`src/rtl/i2c_bus_monitor.sv`:
```
// rtl/i2c_bus_monitor.sv - per-channel I2C START/repeated START/STOP detector
// Synchronises and glitch-filters SCL/SDA, tracks bus busy and flags SCL-low hangs.
module i2c_bus_monitor #(
  parameter int CHANNELS       = 1,
  parameter int SYNC_STAGES    = 2,
  parameter int FILTER_CYCLES  = 3,
  parameter int TIMEOUT_CYCLES = 0
) (
  input  logic                clk_i,
  input  logic                reset_n_i,
  input  logic [CHANNELS-1:0] scl_i,
  input  logic [CHANNELS-1:0] sda_i,
  output logic [CHANNELS-1:0] start_o,
  output logic [CHANNELS-1:0] rstart_o,
  output logic [CHANNELS-1:0] stop_o,
  output logic [CHANNELS-1:0] timeout_o,
  output logic [CHANNELS-1:0] busy_o,
  output logic [CHANNELS-1:0] scl_f_o,
  output logic [CHANNELS-1:0] sda_f_o
);
  localparam int FCW = (FILTER_CYCLES > 1) ? $clog2(FILTER_CYCLES) : 1;
  localparam int TCW = (TIMEOUT_CYCLES > 0) ? $clog2(TIMEOUT_CYCLES + 1) : 1;
  localparam logic TO_EN = (TIMEOUT_CYCLES > 0);
  localparam logic [FCW-1:0] FC_LAST = FCW'(FILTER_CYCLES - 1);
  localparam logic [TCW-1:0] TO_LAST = TO_EN ? TCW'(TIMEOUT_CYCLES - 1) : '0;

  typedef enum logic {IDLE = 1'b0, BUSY = 1'b1} bus_state_t;

  for (genvar ch = 0; ch < CHANNELS; ch++) begin : g_ch
    logic [1:0]             raw;
    logic [SYNC_STAGES-1:0] sync_q [2];
    logic [FCW-1:0]         cnt_q  [2];
    logic [1:0]             f_q, fq_q;   // bit 0 = SCL, bit 1 = SDA
    logic                   armed_q;
    bus_state_t             state_q, state_d;
    logic [TCW-1:0]         tcnt_q, tcnt_d;
    logic                   start_c, stop_c, tmo_c;
    logic                   start_d, rstart_d, tmo_d;
    logic                   start_q, rstart_q, stop_q, tmo_q;

    assign raw = {sda_i[ch], scl_i[ch]};

    always_ff @(posedge clk_i) begin
      if (!reset_n_i) begin
        for (int ln = 0; ln < 2; ln++) begin
          sync_q[ln] <= '0;
          cnt_q[ln]  <= '0;
        end
        f_q     <= '0;
        fq_q    <= '0;
        armed_q <= 1'b0;
      end else begin
        for (int ln = 0; ln < 2; ln++) begin
          sync_q[ln] <= {sync_q[ln][SYNC_STAGES-2:0], raw[ln]};
          if (sync_q[ln][SYNC_STAGES-1] == f_q[ln]) begin
            cnt_q[ln] <= '0;
          end else if (cnt_q[ln] == FC_LAST) begin
            f_q[ln]   <= sync_q[ln][SYNC_STAGES-1];
            cnt_q[ln] <= '0;
          end else begin
            cnt_q[ln] <= cnt_q[ln] + FCW'(1);
          end
        end
        fq_q    <= f_q;
        armed_q <= armed_q | (f_q[0] & f_q[1]);
      end
    end

    // Both lines must be stably high across the SDA edge, so simultaneous edges never qualify.
    assign start_c = armed_q & f_q[0] & fq_q[0] & fq_q[1] & ~f_q[1];
    assign stop_c  = armed_q & f_q[0] & fq_q[0] & ~fq_q[1] & f_q[1];
    assign tmo_c   = TO_EN & (state_q == BUSY) & ~f_q[0] & (tcnt_q == TO_LAST);

    always_comb begin
      state_d  = state_q;
      start_d  = 1'b0;
      rstart_d = 1'b0;
      tmo_d    = 1'b0;
      tcnt_d   = tcnt_q + TCW'(1);
      if (!TO_EN || state_q == IDLE || f_q[0]) tcnt_d = '0;
      if (state_q == IDLE) begin
        if (start_c) begin
          start_d = 1'b1;
          state_d = BUSY;
        end
      end else begin
        if (start_c) begin
          rstart_d = 1'b1;
        end else if (stop_c) begin
          state_d = IDLE;
        end else if (tmo_c) begin
          tmo_d   = 1'b1;
          state_d = IDLE;
          tcnt_d  = '0;
        end
      end
    end

    always_ff @(posedge clk_i) begin
      if (!reset_n_i) begin
        state_q  <= IDLE;
        tcnt_q   <= '0;
        start_q  <= 1'b0;
        rstart_q <= 1'b0;
        stop_q   <= 1'b0;
        tmo_q    <= 1'b0;
      end else begin
        state_q  <= state_d;
        tcnt_q   <= tcnt_d;
        start_q  <= start_d;
        rstart_q <= rstart_d;
        stop_q   <= stop_c;
        tmo_q    <= tmo_d;
      end
    end

    assign start_o[ch]   = start_q;
    assign rstart_o[ch]  = rstart_q;
    assign stop_o[ch]    = stop_q;
    assign timeout_o[ch] = tmo_q;
    assign busy_o[ch]    = (state_q == BUSY);
    assign scl_f_o[ch]   = f_q[0];
    assign sda_f_o[ch]   = f_q[1];
  end

endmodule

```
`config.mk`:
```
export PLATFORM = sky130hd
export DESIGN_NAME = i2c_bus_monitor
export DESIGN_NICKNAME = d
export VERILOG_FILES = /design/src/rtl/i2c_bus_monitor.sv
export SDC_FILE = /design/constraint.sdc
export NUM_CORES = 1
export LEC_CHECK = 0
export CAP_MARGIN = 5
export CORE_AREA = 2 2 39 41
export CTS_BUF_LIST = sky130_fd_sc_hd__clkbuf_16
export CTS_CLUSTER_DIAMETER = 150
export CTS_CLUSTER_SIZE = 40
export DETAILED_ROUTE_END_ITERATION = 8
export DIE_AREA = 0 0 41 43
export GPL_TIMING_DRIVEN = 0
export PLACE_DENSITY = 0.76
export SLEW_MARGIN = 10
export SYNTH_ARGS = -nofsm -noshare
export SYNTH_HDL_FRONTEND = slang
export SYNTH_SLANG_ARGS = --single-unit
```
`constraint.sdc`:
```
create_clock -name clk_i -period 2 [get_ports clk_i]
set_input_delay 0.4 -clock clk_i [delete_from_list [all_inputs] [get_ports clk_i]]
set_output_delay 0.4 -clock clk_i [all_outputs]
set_load 0.05 [all_outputs]
```
==> results of run 1 <==
repair_timing:
item,CTS,global route
endpoints found under the setup margin,0,2
resized for setup,0,2
buffers inserted,0,0
sequential cells by signal, indices dropped and copies added, names as in the netlist, 2 cells and up:
signal / count
g_ch.cnt_q: 4
g_ch.f_q: 2
g_ch.fq_q: 2
g_ch.sync_q: 4
synthesized netlist by cell type, drive strengths merged:
| cell | instances | area, µm² |
|---|---|---|
| mux2i | 2 | 20.0 |
| a21oi | 1 | 5.00 |
| dfxtp | 13 | 260 |
| inv | 5 | 18.8 |
| and4b | 1 | 10.0 |
| nor2 | 3 | 11.3 |
| o32ai | 1 | 8.76 |
| edfxtp | 4 | 120 |
| a41oi | 1 | 8.76 |
| ha | 2 | 25.0 |
| nand2b | 1 | 6.26 |
| conb | 2 | 7.51 |
| nand2 | 3 | 11.3 |
| and2 | 6 | 43.8 |
| nor4 | 6 | 37.5 |
| buf | 1 | 7.51 |
| xnor2 | 2 | 17.5 |
metrics by stage:
step	instances	utilization, %	area (µm²)	hold WS, ps	total power [mW]
floorplan	57	-	631	426	0.418
global placement	82	53.5	741	429	0.436
detailed placement	82	53.5	741	436	0.439
CTS	86	59.3	821	447	0.832
global route	86	59.7	826	459	0.854
finish	86	59.7	826	443	0.829
layout make-up:
type	instances	area [µm²]	area share, %
multi-input combinational	34	224	27.1
tap	16	20.0	2.42
buffer	1	7.51	0.909
sequential	17	380	46.1
clock inverter	1	5.00	0.606
clock buffer	3	75.1	9.09
timing repair buffer	9	95.1	11.5
inverter	5	18.8	2.27
metal layers:
| layer | wire [µm] | share of wire [%] | vias to the layer above | GRT usage (%) |
|---|---|---|---|---|
| li1 | - | - | 214 | - |
| met1 | 429 | 44 | 183 | 19.5 |
| met2 | 456 | 47 | 9 | 20.3 |
| met3 | 43 | 4.4 | 4 | 5.24 |
| met4 | 38 | 3.9 | 0 | 14.0 |
| met5 | 0 | 0 | - | 0 |
power by group through the flow:
| stage | Clock [mW] | Combinational, mW | Sequential, mW |
|---|---|---|---|
| floorplan | 0 | 0.0267 | 0.391 |
| global placement | 0 | 0.0572 | 0.379 |
| detailed placement | 0 | 0.0589 | 0.380 |
| CTS | 0.400 | 0.0592 | 0.373 |
| global route | 0.415 | 0.0649 | 0.374 |
| finish | 0.398 | 0.0587 | 0.372 |
worst paths after layout:
kind | to | slack, ps | cells past startpoint
worst max-delay path | busy_o | 120 | 1
worst max register to register | g_ch[0].cnt_q[1][1] | 880 | 3
worst min-delay path | g_ch[0].sync_q[0][3] | 440 | 1
worst min register to register | g_ch[0].sync_q[0][3] | 440 | 1
cells by family after synthesis:
group / Yosys count / share of synthesized area [%]
multiplexers: 2 / 3.23
AO/OA/AOI/OAI: 3 / 3.64
AND/OR/NAND/NOR: 20 / 19.4
other: 2 / 1.21
XOR/XNOR: 2 / 2.83
adder cells (fa/ha/maj): 2 / 4.04
buffers and inverters: 6 / 4.24
flip-flops: 17 / 61.4
==> impl_results.md, run 1 <==
* Via count of the first global-routing pass at 419
* Beginning of the worst hold path: g_ch[0].sync_q[0][2]
* Drt pass-1 iters at 3
* Max capacitance violation total at 0
* Static leakage at 0.364 nW
* Die Outline Area at 1760 µm²
* Core ar. at 1380 µm²
* Mapped Area at 619 µm²
* Estimated wirelength of the detail-placed design at 673 µm
* Fmax achieved at 531 MHz
* Crit-path leading delay family: buffers and inverters
* Layout overhead on the synthesized area at 33.3%
* Worst Path Max Fanout at 5
* Status: complete, no violations
* Sequential fraction of design power at 44.9%
* Total Wirelength at 968 µm
* Sum of buffers and inverters on the critical path at 1
* Count of vias placed by the detailed router at 410
* Total grt overflow at 0
* Post-detailed-route wirelength per cell at 11.3 µm
* Largest stage delay on the critical path at 840 ps
* Slowest stage cell, crit path: sky130_fd_sc_hd__clkdlybuf4s50_1
* Most used cells in the layout excluding fill and tap cells: sky130_fd_sc_hd__dfxtp_1 (13), sky130_fd_sc_hd__clkdlybuf4s50_1 (7), sky130_fd_sc_hd__nor4_1 (6)
* Commonest non-fill, non-tap cell in the layout: sky130_fd_sc_hd__dfxtp_1
* Clock tree from TritonCTS: built
* Effective utilization at floorplan at 44.8%
* Number of failing hold endpoints at the final stage at 0
* Worst Setup Path Type: reg -> out
* Tightest Pin Transition at 508 ps
* Number of synthesis warnings at 0
* Number of routed nets with antenna violations at 0
* Peak supply drop at 543 µV
* Detailed-route vias per instance at 4.77
* Net switching power at 0.173 mW
* Total inserted antenna cells at 0
* H-tree levels at 1
* Switching portion of total power at 20.9%
* Vertical die dimension at 43 µm
* 1st-iter DRT viols at 7
* Final worst-path cycle share at 94.2%
* Maximum number of pins on one net before global-route repair at 11
* Fin Setup TNS at 0 ps
* Number of DRC violations after detailed routing at 0
* Tightest Hold Check Type: reg -> reg
* Critical path launch point: busy_o
* CP Data Arrival Time at 1480 ps
* Number of max-slew violations in the final report at 0
* Fraction of layout instances using a drive strength above 1 at 15.7%
* Worst slack, placed at 309 ps
* Total Nets Final at 77
* Quantity of I/O buffers inserted on ports at 9
* Filler cell count in the final layout at 125
* Clock Latency Late Sink at 250 ps
* Setup repair after global routing missed its margin: no
* Share of power burned in the clock network at 48.0%
* Worst setup skew after layout at 1.61 ps
* Wire length of the first global-routing pass at 1750 µm
* Comb pwr share at 7.1%
* Horizontal die dimension at 41 µm
* Count of different cell masters after synthesis at 19
* Initial antenna violation count at 0
* Setup-violating endpoint count in the final report at 0
* Final worst slack at 115 ps
* Post-CTS Hold Buffers at 0
* Root Buffer Master: sky130_fd_sc_hd__clkbuf_16
* Proportion of synthesized chip area in sequential cells at 61.4%
* Aggregate global-route resource usage at 15.7%
* Routability congestion estimate from global placement at 0.693
* Register bit count reported by yosys at 17
* Required @ worst endpoint at 1600 ps
* Total number of placement rows at 14
* P per Cell Area at 1000 nW/µm²
* Worst slew slack as a fraction of its limit at 66.0%
* Clock sink count at 17
* Post-Synthesis Cells at 54
* Crit. End Element: output port
* Number of buffers inserted during clock tree synthesis at 3
* I/O pin cnt at 11
* Final Critical Period at 1880 ps
* Int Power at 0.656 mW
* Worst reg2reg startpoint: g_ch[0].cnt_q[1][0]
* Mapped Avg Cell Area at 11.5 µm²
* Clock transition at the register clock pins on the worst setup and hold paths after CTS at 50 ps
* Ordered list of cells on the worst path: clkdlybuf4s50_1
* Setup crit start kind: register
* Number of buffers on the longest clock path at 2
(Power assumes the default switching activity.)
==> run 2, diff against run 1 <==
- CORE_AREA: 2 2 39 41 -> not set
- CORE_UTILIZATION: not set -> 34
- DIE_AREA: 0 0 41 43 -> not set
- PLACE_DENSITY: 0.76 -> 0.6
==> impl_results.md, run 2 (synthesized netlist as in run 1, its figures left out) <==
* Worst setup skew after layout at 3.28 ps
* Tot Pwr at 0.821 mW
* Layout overhead on the synthesized area at 34.9%
* Beginning of the worst hold path: g_ch[0].sync_q[0][2]
* Drt pass-1 iters at 4
* Cell count of the worst reg-to-reg path at 3
* Count of vias placed by the detailed router at 423
* Routability congestion estimate from global placement at 0.758
* Maximum number of pins on one net before global-route repair at 10
* Total Wirelength at 944 µm
* Worst Setup Path Type: reg -> out
* Tightest Pin Transition at 508 ps
* Horizontal die dimension at 44.7 µm
* H-tree levels at 1
* Number of buffers inserted during clock tree synthesis at 3
* Fin Setup TNS at 0 ps
* Post-CTS Hold Buffers at 0
* Internal reg-to-reg setup slack at 900 ps
* Total inserted antenna cells at 0
* Number of failing hold endpoints at the final stage at 0
* Clock transition at the register clock pins on the worst setup and hold paths after CTS at 50 ps
* Static leakage at 0.366 nW
* Min-Delay Endpoint: g_ch[0].sync_q[0][3]
* Number of DRC violations after detailed routing at 0
* 1st-iter DRT viols at 8
* Total grt overflow at 0
* Via count of the first global-routing pass at 363
* Status: complete, no violations
* Setup crit start kind: register
* Required @ worst endpoint at 1600 ps
* Number of routed nets with antenna violations at 0
* Area taken by flip-flops and latches at 380 µm²
* Largest stage delay on the critical path at 830 ps
* I/O pin cnt at 11
* Commonest non-fill, non-tap cell in the layout: sky130_fd_sc_hd__dfxtp_1
* Peak supply drop at 474 µV
* Fraction of layout instances using a drive strength above 1 at 14.3%
* Aggregate global-route resource usage at 11.5%
* Crit Reg-Reg Endpoint: g_ch[0].cnt_q[1][1]
* Post-detailed-route wirelength per cell at 9.94 µm
* Estimated wirelength of the detail-placed design at 633 µm
* Setup-violating endpoint count in the final report at 0
* Crit. End Element: output port
* Max capacitance violation total at 0
* Number of max-slew violations in the final report at 0
* Final worst-path cycle share at 93.1%
* Crit-path leading delay family: buffers and inverters
* Worst slack, placed at 297 ps
* Final worst slack at 138 ps
* Core ar. at 1710 µm²
* Final core utilization at 48.9%
* Ordered list of cells on the worst path: clkdlybuf4s50_1
* Worst hold path depth at 1
* Post-route standard cell area excluding fillers at 836 µm²
* P per Cell Area at 983 nW/µm²
* Vertical die dimension at 44.7 µm
* Root Buffer Master: sky130_fd_sc_hd__clkbuf_16
* Area of combinational cells with multiple inputs at 224 µm²
* Worst Path Max Fanout at 5
* CP Data Arrival Time at 1460 ps
* Effective utilization at floorplan at 36.3%
* Clock tree from TritonCTS: built
* Worst slew slack as a fraction of its limit at 66.1%
* Most used cells in the layout excluding fill and tap cells: sky130_fd_sc_hd__dfxtp_1 (13), sky130_fd_sc_hd__clkdlybuf4s50_1 (7), sky130_fd_sc_hd__nor4_1 (6)
* Placement-stage cell area at 752 µm²
* Setup repair after global routing missed its margin: no
* Number of buffers on the longest clock path at 2
* Slowest stage cell, crit path: sky130_fd_sc_hd__clkdlybuf4s50_1
* Quantity of I/O buffers inserted on ports at 9
* Worst reg2reg startpoint: g_ch[0].cnt_q[1][0]
* Number of cells in the finished layout apart from fillers at 95
* Post-Place Cells at 91
* Clock Latency Late Sink at 250 ps
* Tightest Hold Check Type: reg -> reg
* Detailed-route vias per instance at 4.45
* Largest registers in the final layout: g_ch.cnt_q x4, g_ch.sync_q x4
* Wire length of the first global-routing pass at 1530 µm
* Initial antenna violation count at 0
* Total Nets Final at 77
* Die Outline Area at 2000 µm²
* Worst hold margin at 445 ps
* Clock sink count at 17
* Final Critical Period at 1860 ps
* Total number of placement rows at 15
* Fmax achieved at 537 MHz
* Filler cell count in the final layout at 167
* Sum of buffers and inverters on the critical path at 1
## run 2: cell types whose count changed in the layout (fill, tap and decap cells not counted)
cell / before / now
sky130_fd_sc_hd__clkinv_2: 1 / 0
sky130_fd_sc_hd__inv_1: 4 / 5
## run 2: how the worst max path moves through the flow
stage                         startpoint             endpoint  depth (start not counted)
after floorplan           g_ch[0].f_q[0]  g_ch[0].cnt_q[0][0]                          2
after global placement    g_ch[0].f_q[1]              sda_f_o                          1
after detailed placement  g_ch[0].f_q[1]              sda_f_o                          1
after CTS                 g_ch[0].f_q[1]              sda_f_o                          1
after global routing              busy_o               busy_o                          1
final                             busy_o               busy_o                          1
## run 2: what timing repair did
action,in CTS,in global routing
gates resized for setup,0,2
setup buffers,0,0
setup endpoints to repair,0,2
## run 2: layout make-up
cell class | count | area share (%)
inverters | 5 | 2.25
clock buffers | 3 | 8.98
well taps | 25 | 3.74
multi-input cells | 34 | 26.8
plain buffers | 1 | 0.898
clock inverters | 1 | 0.449
repair buffers | 9 | 11.4
flip-flops and latches | 17 | 45.5
## run 2: layer usage
layer | global-route usage, % | wire (µm)
met1 | 12.9 | 466
met2 | 15.9 | 378
met3 | 4.08 | 54
met4 | 12.7 | 44
met5 | 0 | 0
## run 2: power by group
group / internal (mW) / switching, mW / total, mW
Sequential: 0.364 / 0.00863 / 0.373
Clock: 0.265 / 0.125 / 0.390
Combinational: 0.0243 / 0.0338 / 0.0581
Total: 0.654 / 0.168 / 0.821
==> run 3, diff against run 2 <==
- CTS_CLUSTER_DIAMETER: 150 -> not set
==> results of run 3 <==
Same layout as run 2: the final DEF is identical, and so are final timing and power.
